**src/rtl/mult_div_unit.sv**
```systemverilog
`default_nettype none
// +--------------------------------------------------------------------------+
// | mult_div_unit                                                            |
// | Multicycle signed MULT/DIV (shift-add / restoring) producing HI and LO.  |
// | Revision: 1.0                                                            |
// +--------------------------------------------------------------------------+
module mult_div_unit #(
   parameter int WIDTH = 32,
   parameter int CNT_W = 6
) (
   input  logic             clk,
   input  logic             reset_n,
   input  logic             start,
   input  logic             op,
   input  logic [WIDTH-1:0] A,
   input  logic [WIDTH-1:0] B,
   output logic             busy,
   output logic             done,
   output logic             div_zero,
   output logic [WIDTH-1:0] hi,
   output logic [WIDTH-1:0] lo
);

   typedef enum logic [2:0] {
      S_IDLE = 3'd0,
      S_MULT = 3'd1,
      S_DIV  = 3'd2,
      S_FIX  = 3'd3,
      S_DONE = 3'd4
   } state_t;

   state_t             r_state, w_state_nxt;
   logic [CNT_W-1:0]   r_cnt;
   logic [2*WIDTH-1:0] r_acc;
   logic [WIDTH-1:0]   r_opnd;
   logic               r_sa, r_sb, r_op, r_dz;
   logic [WIDTH-1:0]   r_hi, r_lo;

   logic [WIDTH-1:0]   w_ma, w_mb;
   logic [WIDTH:0]     w_msum, w_rsh, w_trial;
   logic [2*WIDTH-1:0] w_mult_nxt, w_div_nxt, w_prod;
   logic [WIDTH-1:0]   w_quot, w_rem;
   logic               w_last;

   assign w_ma   = A[WIDTH-1] ? -A : A;
   assign w_mb   = B[WIDTH-1] ? -B : B;
   assign w_last = (r_cnt == CNT_W'(WIDTH-1));

   // Multiply: low half of r_acc holds the multiplier, consumed LSB first.
   assign w_msum     = {1'b0, r_acc[2*WIDTH-1:WIDTH]} + {1'b0, r_opnd};
   assign w_mult_nxt = r_acc[0] ? {w_msum, r_acc[WIDTH-1:1]}
                                : {1'b0, r_acc[2*WIDTH-1:1]};

   // Divide: r_acc = {rem, quot}; the shifted remainder needs one extra bit.
   assign w_rsh     = r_acc[2*WIDTH-1:WIDTH-1];
   assign w_trial   = w_rsh - {1'b0, r_opnd};
   assign w_div_nxt = w_trial[WIDTH] ? {r_acc[2*WIDTH-2:0], 1'b0}
                                     : {w_trial[WIDTH-1:0], r_acc[WIDTH-2:0], 1'b1};

   assign w_prod = (r_sa ^ r_sb) ? -r_acc : r_acc;
   assign w_quot = (r_sa ^ r_sb) ? -r_acc[WIDTH-1:0] : r_acc[WIDTH-1:0];
   assign w_rem  = r_sa ? -r_acc[2*WIDTH-1:WIDTH] : r_acc[2*WIDTH-1:WIDTH];

   always_ff @(posedge clk or negedge reset_n) begin
      if (!reset_n) r_state <= S_IDLE;
      else          r_state <= w_state_nxt;
   end

   // A divide by zero spends one busy cycle in DIV and then skips to DONE.
   always_comb begin
      w_state_nxt = r_state;
      busy        = 1'b0;
      done        = 1'b0;
      div_zero    = 1'b0;
      case (r_state)
         S_IDLE: if (start) w_state_nxt = op ? S_DIV : S_MULT;
         S_MULT: begin
            busy = 1'b1;
            if (w_last) w_state_nxt = S_FIX;
         end
         S_DIV: begin
            busy = 1'b1;
            if (r_dz)        w_state_nxt = S_DONE;
            else if (w_last) w_state_nxt = S_FIX;
         end
         S_FIX: begin
            busy        = 1'b1;
            w_state_nxt = S_DONE;
         end
         S_DONE: begin
            done        = 1'b1;
            div_zero    = r_dz;
            w_state_nxt = S_IDLE;
         end
         default: w_state_nxt = S_IDLE;
      endcase
   end

   always_ff @(posedge clk or negedge reset_n) begin
      if (!reset_n) begin
         r_cnt  <= '0;
         r_acc  <= '0;
         r_opnd <= '0;
         r_sa   <= 1'b0;
         r_sb   <= 1'b0;
         r_op   <= 1'b0;
         r_dz   <= 1'b0;
         r_hi   <= '0;
         r_lo   <= '0;
      end else begin
         case (r_state)
            S_IDLE: begin
               if (start) begin
                  r_op  <= op;
                  r_sa  <= A[WIDTH-1];
                  r_sb  <= B[WIDTH-1];
                  r_dz  <= op && (B == '0);
                  r_cnt <= '0;
                  if (op) begin
                     r_acc  <= {{WIDTH{1'b0}}, w_ma};
                     r_opnd <= w_mb;
                  end else begin
                     r_acc  <= {{WIDTH{1'b0}}, w_mb};
                     r_opnd <= w_ma;
                  end
               end
            end
            S_MULT: begin
               r_acc <= w_mult_nxt;
               r_cnt <= w_last ? '0 : r_cnt + 1'b1;
            end
            S_DIV: begin
               if (!r_dz) begin
                  r_acc <= w_div_nxt;
                  r_cnt <= w_last ? '0 : r_cnt + 1'b1;
               end
            end
            S_FIX: begin
               if (r_op) begin
                  r_hi <= w_rem;
                  r_lo <= w_quot;
               end else begin
                  r_hi <= w_prod[2*WIDTH-1:WIDTH];
                  r_lo <= w_prod[WIDTH-1:0];
               end
            end
            default: ;
         endcase
      end
   end

   assign hi = r_hi;
   assign lo = r_lo;

endmodule
`default_nettype wire

```
**config.mk**
```make
export PLATFORM = sky130hd
export DESIGN_NAME = mult_div_unit
export DESIGN_NICKNAME = d
export VERILOG_FILES = /design/src/rtl/mult_div_unit.sv
export SDC_FILE = /design/constraint.sdc
export NUM_CORES = 1
export LEC_CHECK = 0
export BUFFER_PORTS_ARGS = -buffer_cell sky130_fd_sc_hd__buf_2
export CORE_UTILIZATION = 40
export CTS_CLUSTER_DIAMETER = 150
export DETAILED_ROUTE_END_ITERATION = 10
export SLEW_MARGIN = 20
export SYNTH_ARGS = -nofsm -noshare
export SYNTH_HDL_FRONTEND = slang
export SYNTH_SLANG_ARGS = --single-unit
```
**constraint.sdc**
```tcl
create_clock -name clk -period 3.45 [get_ports clk]
set_input_delay 0.69 -clock clk [delete_from_list [all_inputs] [get_ports clk]]
set_output_delay 0.69 -clock clk [all_outputs]
set_load 0.01 [all_outputs]
```
* Word level (Yosys, flattened, before mapping)
Cells that the tools add are included.
** Word-level totals
- Bits in registers :: 173
- Output and inout bits :: 67
- Word-level logic and storage cells :: 59
- Input port bits :: 68
** Cells by class
- Multiplexer cells :: 26
- Equal/unequal tests :: 7
- Reductions and logical operators :: 7
- Bitwise gates (word level) :: 1
- Add/subtract/negate cells :: 8
** Operators by type and width (number)
- $mux W64 :: 5
- $mux W32 :: 8
- $pmux W64 S3 :: 1
- $neg A32 Y32 :: 4
- $neg A64 Y64 :: 1
- $add A32 B32 Y33 :: 1
- $sub A33 B32 Y33 :: 1
- $logic_not A32 Y1 :: 1
- $mux W6 :: 3
- $pmux W6 S3 :: 1
- $pmux W3 S4 :: 1
- $mux W3 :: 3
- $add A6 B1 Y6 const B :: 1
- $eq A3 B2 Y1 const B :: 2
- $eq A6 B5 Y1 const B :: 1
- $ne A2 B2 Y1 const B :: 2
- $eq A3 B1 Y1 const B :: 1
- $eq A3 B3 Y1 const B :: 1
- $logic_not A3 Y1 :: 1
- $mux W1 :: 3
- $reduce_and A3 Y1 :: 1
- $reduce_bool A3 Y1 :: 1
- $reduce_or A3 Y1 :: 1
- $mux W2 :: 1
- other kinds (3) :: 3

* Depth between registers and ports, before layout
- Depth after elaboration :: 5
- Depth in mapped cells :: 14
- Mapped depth without buffers :: 12

* Worst setup path before layout
No wires, ideal clock.
- Kind :: input port to flip-flop
- From :: in A[1]
- To :: reg r_opnd[27]
- Setup time :: 0.064 ns
- Arrival time :: 3.180 ns
- Cell stages on the path :: 10
- Setup slack :: 0.206 ns
- Buffers on the path :: 1
- Data required time :: 3.386 ns
- Path through :: or4_1 > or4_4 > or4_4 > buf_6 > or2_4 > o21ai_0 > xnor2_1 > nor2_1 > a211oi_1 > a21o_1
** Between the ends
- Longest elaborated chain between the ends :: 3
** Ends and longest elaborated chain
- start: declaration :: RTL line 15 : input logic [WIDTH-1:0] A,
- $neg A32 Y32 :: RTL line 45 : assign w_ma = A[WIDTH-1] ? -A : A;
- $mux W32 :: RTL line 45
- $mux W32 :: RTL line 119 : if (op) begin
- end signal: assignment :: RTL line 121 : r_opnd <= w_mb;
- end signal: assignment :: RTL line 124 : r_opnd <= w_ma;
- end: declaration :: RTL line 35 : logic [WIDTH-1:0] r_opnd;
Every way passes these cells.
A chain may end at the register's enable or synchronous reset.

* Final worst setup path
- From :: reg r_opnd[23]
- To :: reg r_acc[58]
** Between the ends
- Longest elaborated chain between the ends :: 4
- Elaborated cells between the ends (all ways) :: 6
- Those cells by class :: 2 x add/sub; 4 x mux
** Ends and longest elaborated chain
- $sub A33 B32 Y33 :: RTL line 56 : assign w_trial = w_rsh - {1'b0, r_opnd};
- $mux W64 :: RTL line 57 : assign w_div_nxt = w_trial[WIDTH] ? {r_acc[2*WIDTH-2:0], 1'b0}
- $mux W64 :: RTL line 133 : if (!r_dz) begin
- $pmux W64 S3 * :: RTL line 111 : case (r_state)
- end signal: assignment :: RTL line 120 : r_acc <= {{WIDTH{1'b0}}, w_ma};
- end signal: assignment :: RTL line 123 : r_acc <= {{WIDTH{1'b0}}, w_mb};
- end signal: assignment :: RTL line 134 : r_acc <= w_div_nxt;
- end: declaration :: RTL line 34 : logic [2*WIDTH-1:0] r_acc;
Every way passes the cells marked *; elsewhere a longest branch is shown, timed or not. The select of a mux whose other input is x is not followed.

==> flow_metrics.env <==
export IMPL_place_congestion=0.944
export IMPL_num_rows=70
export IMPL_period_needed_ns=3.24
export IMPL_synth_edf_count=0
export IMPL_yosysSeqAreaShare_pct=29.2
export IMPL_drc=1
export IMPL_first_iter_violations=1169
export IMPL_h_tree_depth=4
export IMPL_core_um2=36500
export IMPL_leakage_uw=0.00771
export IMPL_synthFlopType="dfrtp_1"
export IMPL_synth_cell_area_um2=14800
export IMPL_cp_arrival_ns=3.55
export IMPL_ys_warn_count=0
export IMPL_power_density_nw_per_um2=1180
export IMPL_antenna_found_initial=1
export IMPL_max_slew_margin_pct=39.4
export IMPL_max_freq_mhz=308
export IMPL_slew_viol_final=0
export IMPL_clk_latency_ns=0.46
export IMPL_synth_cell_type_count=76
export IMPL_via_per_inst=5.96
export IMPL_final_setup_viol_count=0
export IMPL_wl_per_cell_um=20.5
export IMPL_critical_path_max_stage_delay_ns=0.47
export IMPL_path_cells="inv_1 -> ha_1 -> o211ai_1 -> o21ai_1 -> a311oi_2 -> o31ai_2 -> nand2b_1 -> o211ai_1 -> buf_4 -> buf_4 -> or4_1 -> o2111ai_1 -> a31oi_1"
export IMPL_track_usage_pct=27.4
export IMPL_tns_ns=0
export IMPL_clk_pin_slew_ns=0.08
export IMPL_finalClockSkew_ns=0.0162
export IMPL_die_area_um2=37900
export IMPL_ios=135
export IMPL_fin_nets=2203
export IMPL_post_route_util_pct=47.6
export IMPL_async_reset_ff_share_pct=100
export IMPL_worst_pin_slew_ns=0.910
export IMPL_critPathMaxFanout=11
export IMPL_synth_seq_cells=173
export IMPL_tritoncts="yes"
export IMPL_portBuffers=134
export IMPL_peakVddDrop_mv=0.463
export IMPL_synth_fp_nets=2038
export IMPL_crit_required_ns=3.76
export IMPL_wl_um=52300
export IMPL_end_kind="flip-flop"
export IMPL_grt_pass1_wl_um=80300
export IMPL_outcome="finished, violations left"
export IMPL_fill_cells=3636
export IMPL_cts_sinks=173
export IMPL_drt_first_pass_iters=8
export IMPL_layout_drive_gt1_share_pct=17.4
export IMPL_initial_core_util_pct=40.6
export IMPL_numCtsBuffers=17
export IMPL_die_width_um=195
export IMPL_die_h_um=195
export IMPL_final_cell_mix="240 x nand2_1, 209 x o21ai_0, 173 x dfrtp_1, 151 x nor2_1, 136 x buf_4"
export IMPL_hold_path_class="input port to async pin"
export IMPL_diodes=0
export IMPL_fin_crit_sh_pct=94.0
export IMPL_root_buffer="clkbuf_16"
export IMPL_syn_avg_cell_area_um2=7.82
export IMPL_synthesis_instances=1899
export IMPL_place_hpwl_um=40900
export IMPL_grt_pass1_vias=13900
export IMPL_path_class="flip-flop to flip-flop"
export IMPL_cts_hold_buf=0
export IMPL_maxCapViolCount=0
export IMPL_final_common_cell="nand2_1"
export IMPL_gr_total_overflow=0
export IMPL_synthToLayoutAreaGrowth_pct=17.3
export IMPL_grt_max_degree=101
export IMPL_rsz0062_at_grt="no"
export IMPL_hold_viol=0
export IMPL_startpoint_type="flip-flop"
export IMPL_ant_nets=0
export IMPL_violations="design-rule violations"
export IMPL_crit_slowest_cell="dfrtp_1"
export IMPL_num_vias=15200
export IMPL_clockBufferDepth=2
export IMPL_preCtsSetupSlack_ns=-0.0327
export IMPL_timing_hold_ws_ns=0.285
export IMPL_setup_ws_ns=0.207
## registers in the layout, summed over array words and instances, names as in the netlist
signal	count
r_cnt	6
hi	32
r_opnd	32
r_acc	64
r_sa	1
r_dz	1
r_op	1
r_state	3
r_sb	1
lo	32
## cells by family (layout without fill, tap and decap cells)
family          Yosys count  count (layout)  share of synthesized area, %
buf+inv                 190             368                          4.89
mux                      44              44                          3.11
simple gates            629             629                          20.2
fa+ha+maj                71              71                          6.09
compound gates          632             632                          27.1
flops                   173             173                          29.2
xor+xnor                160             160                          9.44
## path summary, 6_finish.rpt
kind,cells after the start,end,startpoint,slack (ns)
hold reg to reg,2,hi[10]$_DFFE_PN0N_,hi[10]$_DFFE_PN0N_,0.47
setup reg to reg,13,r_acc[58]$_DFFE_PN0P_,r_opnd[23]$_DFFE_PN0P_,0.21
min in group clk,2,hi[10]$_DFFE_PN0N_,hi[10]$_DFFE_PN0N_,0.47
hold / removal,1,lo[17]$_DFFE_PN0N_,reset_n,0.28
max in group asynchronous,2,r_acc[52]$_DFFE_PN0P_,reset_n,2.40
setup / recovery,13,r_acc[58]$_DFFE_PN0P_,r_opnd[23]$_DFFE_PN0P_,0.21
## stage by stage
stage	cell area (um2)	instances	total power [uW]
2_1_floorplan	14800	1899	13300
3_3_place_gp	16700	2512	17900
3_5_place_dp	16700	2512	18000
4_1_cts	17300	2544	20100
5_1_grt	17400	2545	22100
6_report	17400	2545	20500
## worst max-delay path, delay by kind of cell, from the launching register on
kind            cells  cell delay (ns)
fa+ha+maj           1             0.41
compound gates      7             1.15
simple gates        2             0.63
buf+inv             3             0.40
flops               1             0.47
## area by class of cell
| class | instances | area, um2 | area share [%] |
|---|---|---|---|
| clock buffer | 18 | 439 | 2.52 |
| clock inverter | 14 | 170 | 0.978 |
| inverter | 62 | 233 | 1.34 |
| multi-input combinational | 1536 | 9860 | 56.7 |
| sequential | 173 | 4330 | 24.9 |
| tap | 468 | 586 | 3.36 |
| timing repair buffer | 274 | 1780 | 10.3 |
## where the power goes
part / total, uW / switching [uW] / internal (uW)
registers: 4010 / 1040 / 2970
clock network: 2040 / 977 / 1060
logic: 14400 / 8530 / 5890
total: 20500 / 10600 / 9920
## layer usage
metal / share of wire [%] / global-route usage, % / wire length, um / vias up
met5: 0 / 0 / 0 / -
met1: 47 / 39.5 / 24500 / 7234
met4: 3.5 / 11.1 / 1850 / 0
met3: 7.2 / 5.21 / 3780 / 95
li1: - / - / - / 7250
met2: 42 / 39.7 / 22200 / 585
## cells in the mapped netlist (all sizes together), types with 6 or more instances
master | n | share of area, %
a211oi | 38 | 1.9
a21boi | 6 | 0.30
a21o | 35 | 1.8
a21oi | 131 | 4.4
a221o | 7 | 0.47
a221oi | 31 | 1.8
a22oi | 6 | 0.30
a31oi | 25 | 1.1
and2 | 6 | 0.25
and3 | 14 | 0.59
buf | 14 | 0.44
clkbuf | 114 | 2.9
dfrtp | 173 | 29
ha | 69 | 5.8
inv | 62 | 1.6
mux2 | 17 | 1.3
mux2i | 27 | 1.8
nand2 | 241 | 6.1
nand2b | 25 | 1.1
nand3 | 27 | 0.91
nand3b | 6 | 0.30
nand4 | 19 | 0.80
nor2 | 153 | 3.9
nor2b | 13 | 0.55
nor3 | 36 | 1.2
nor3b | 8 | 0.40
nor4 | 19 | 0.99
o2111ai | 6 | 0.35
o211ai | 17 | 0.86
o21a | 15 | 0.76
o21ai | 217 | 7.3
o221ai | 12 | 0.71
o31ai | 28 | 1.4
o41ai | 11 | 0.78
or2 | 9 | 0.40
or3 | 17 | 0.72
or4 | 18 | 0.99
xnor2 | 98 | 5.8
xor2 | 62 | 3.7
## timing repair
action	CTS	global route
gates resized for setup	0	15
setup buffers	0	1
endpoints found under the setup margin	0	34
(Power assumes the default switching activity.)
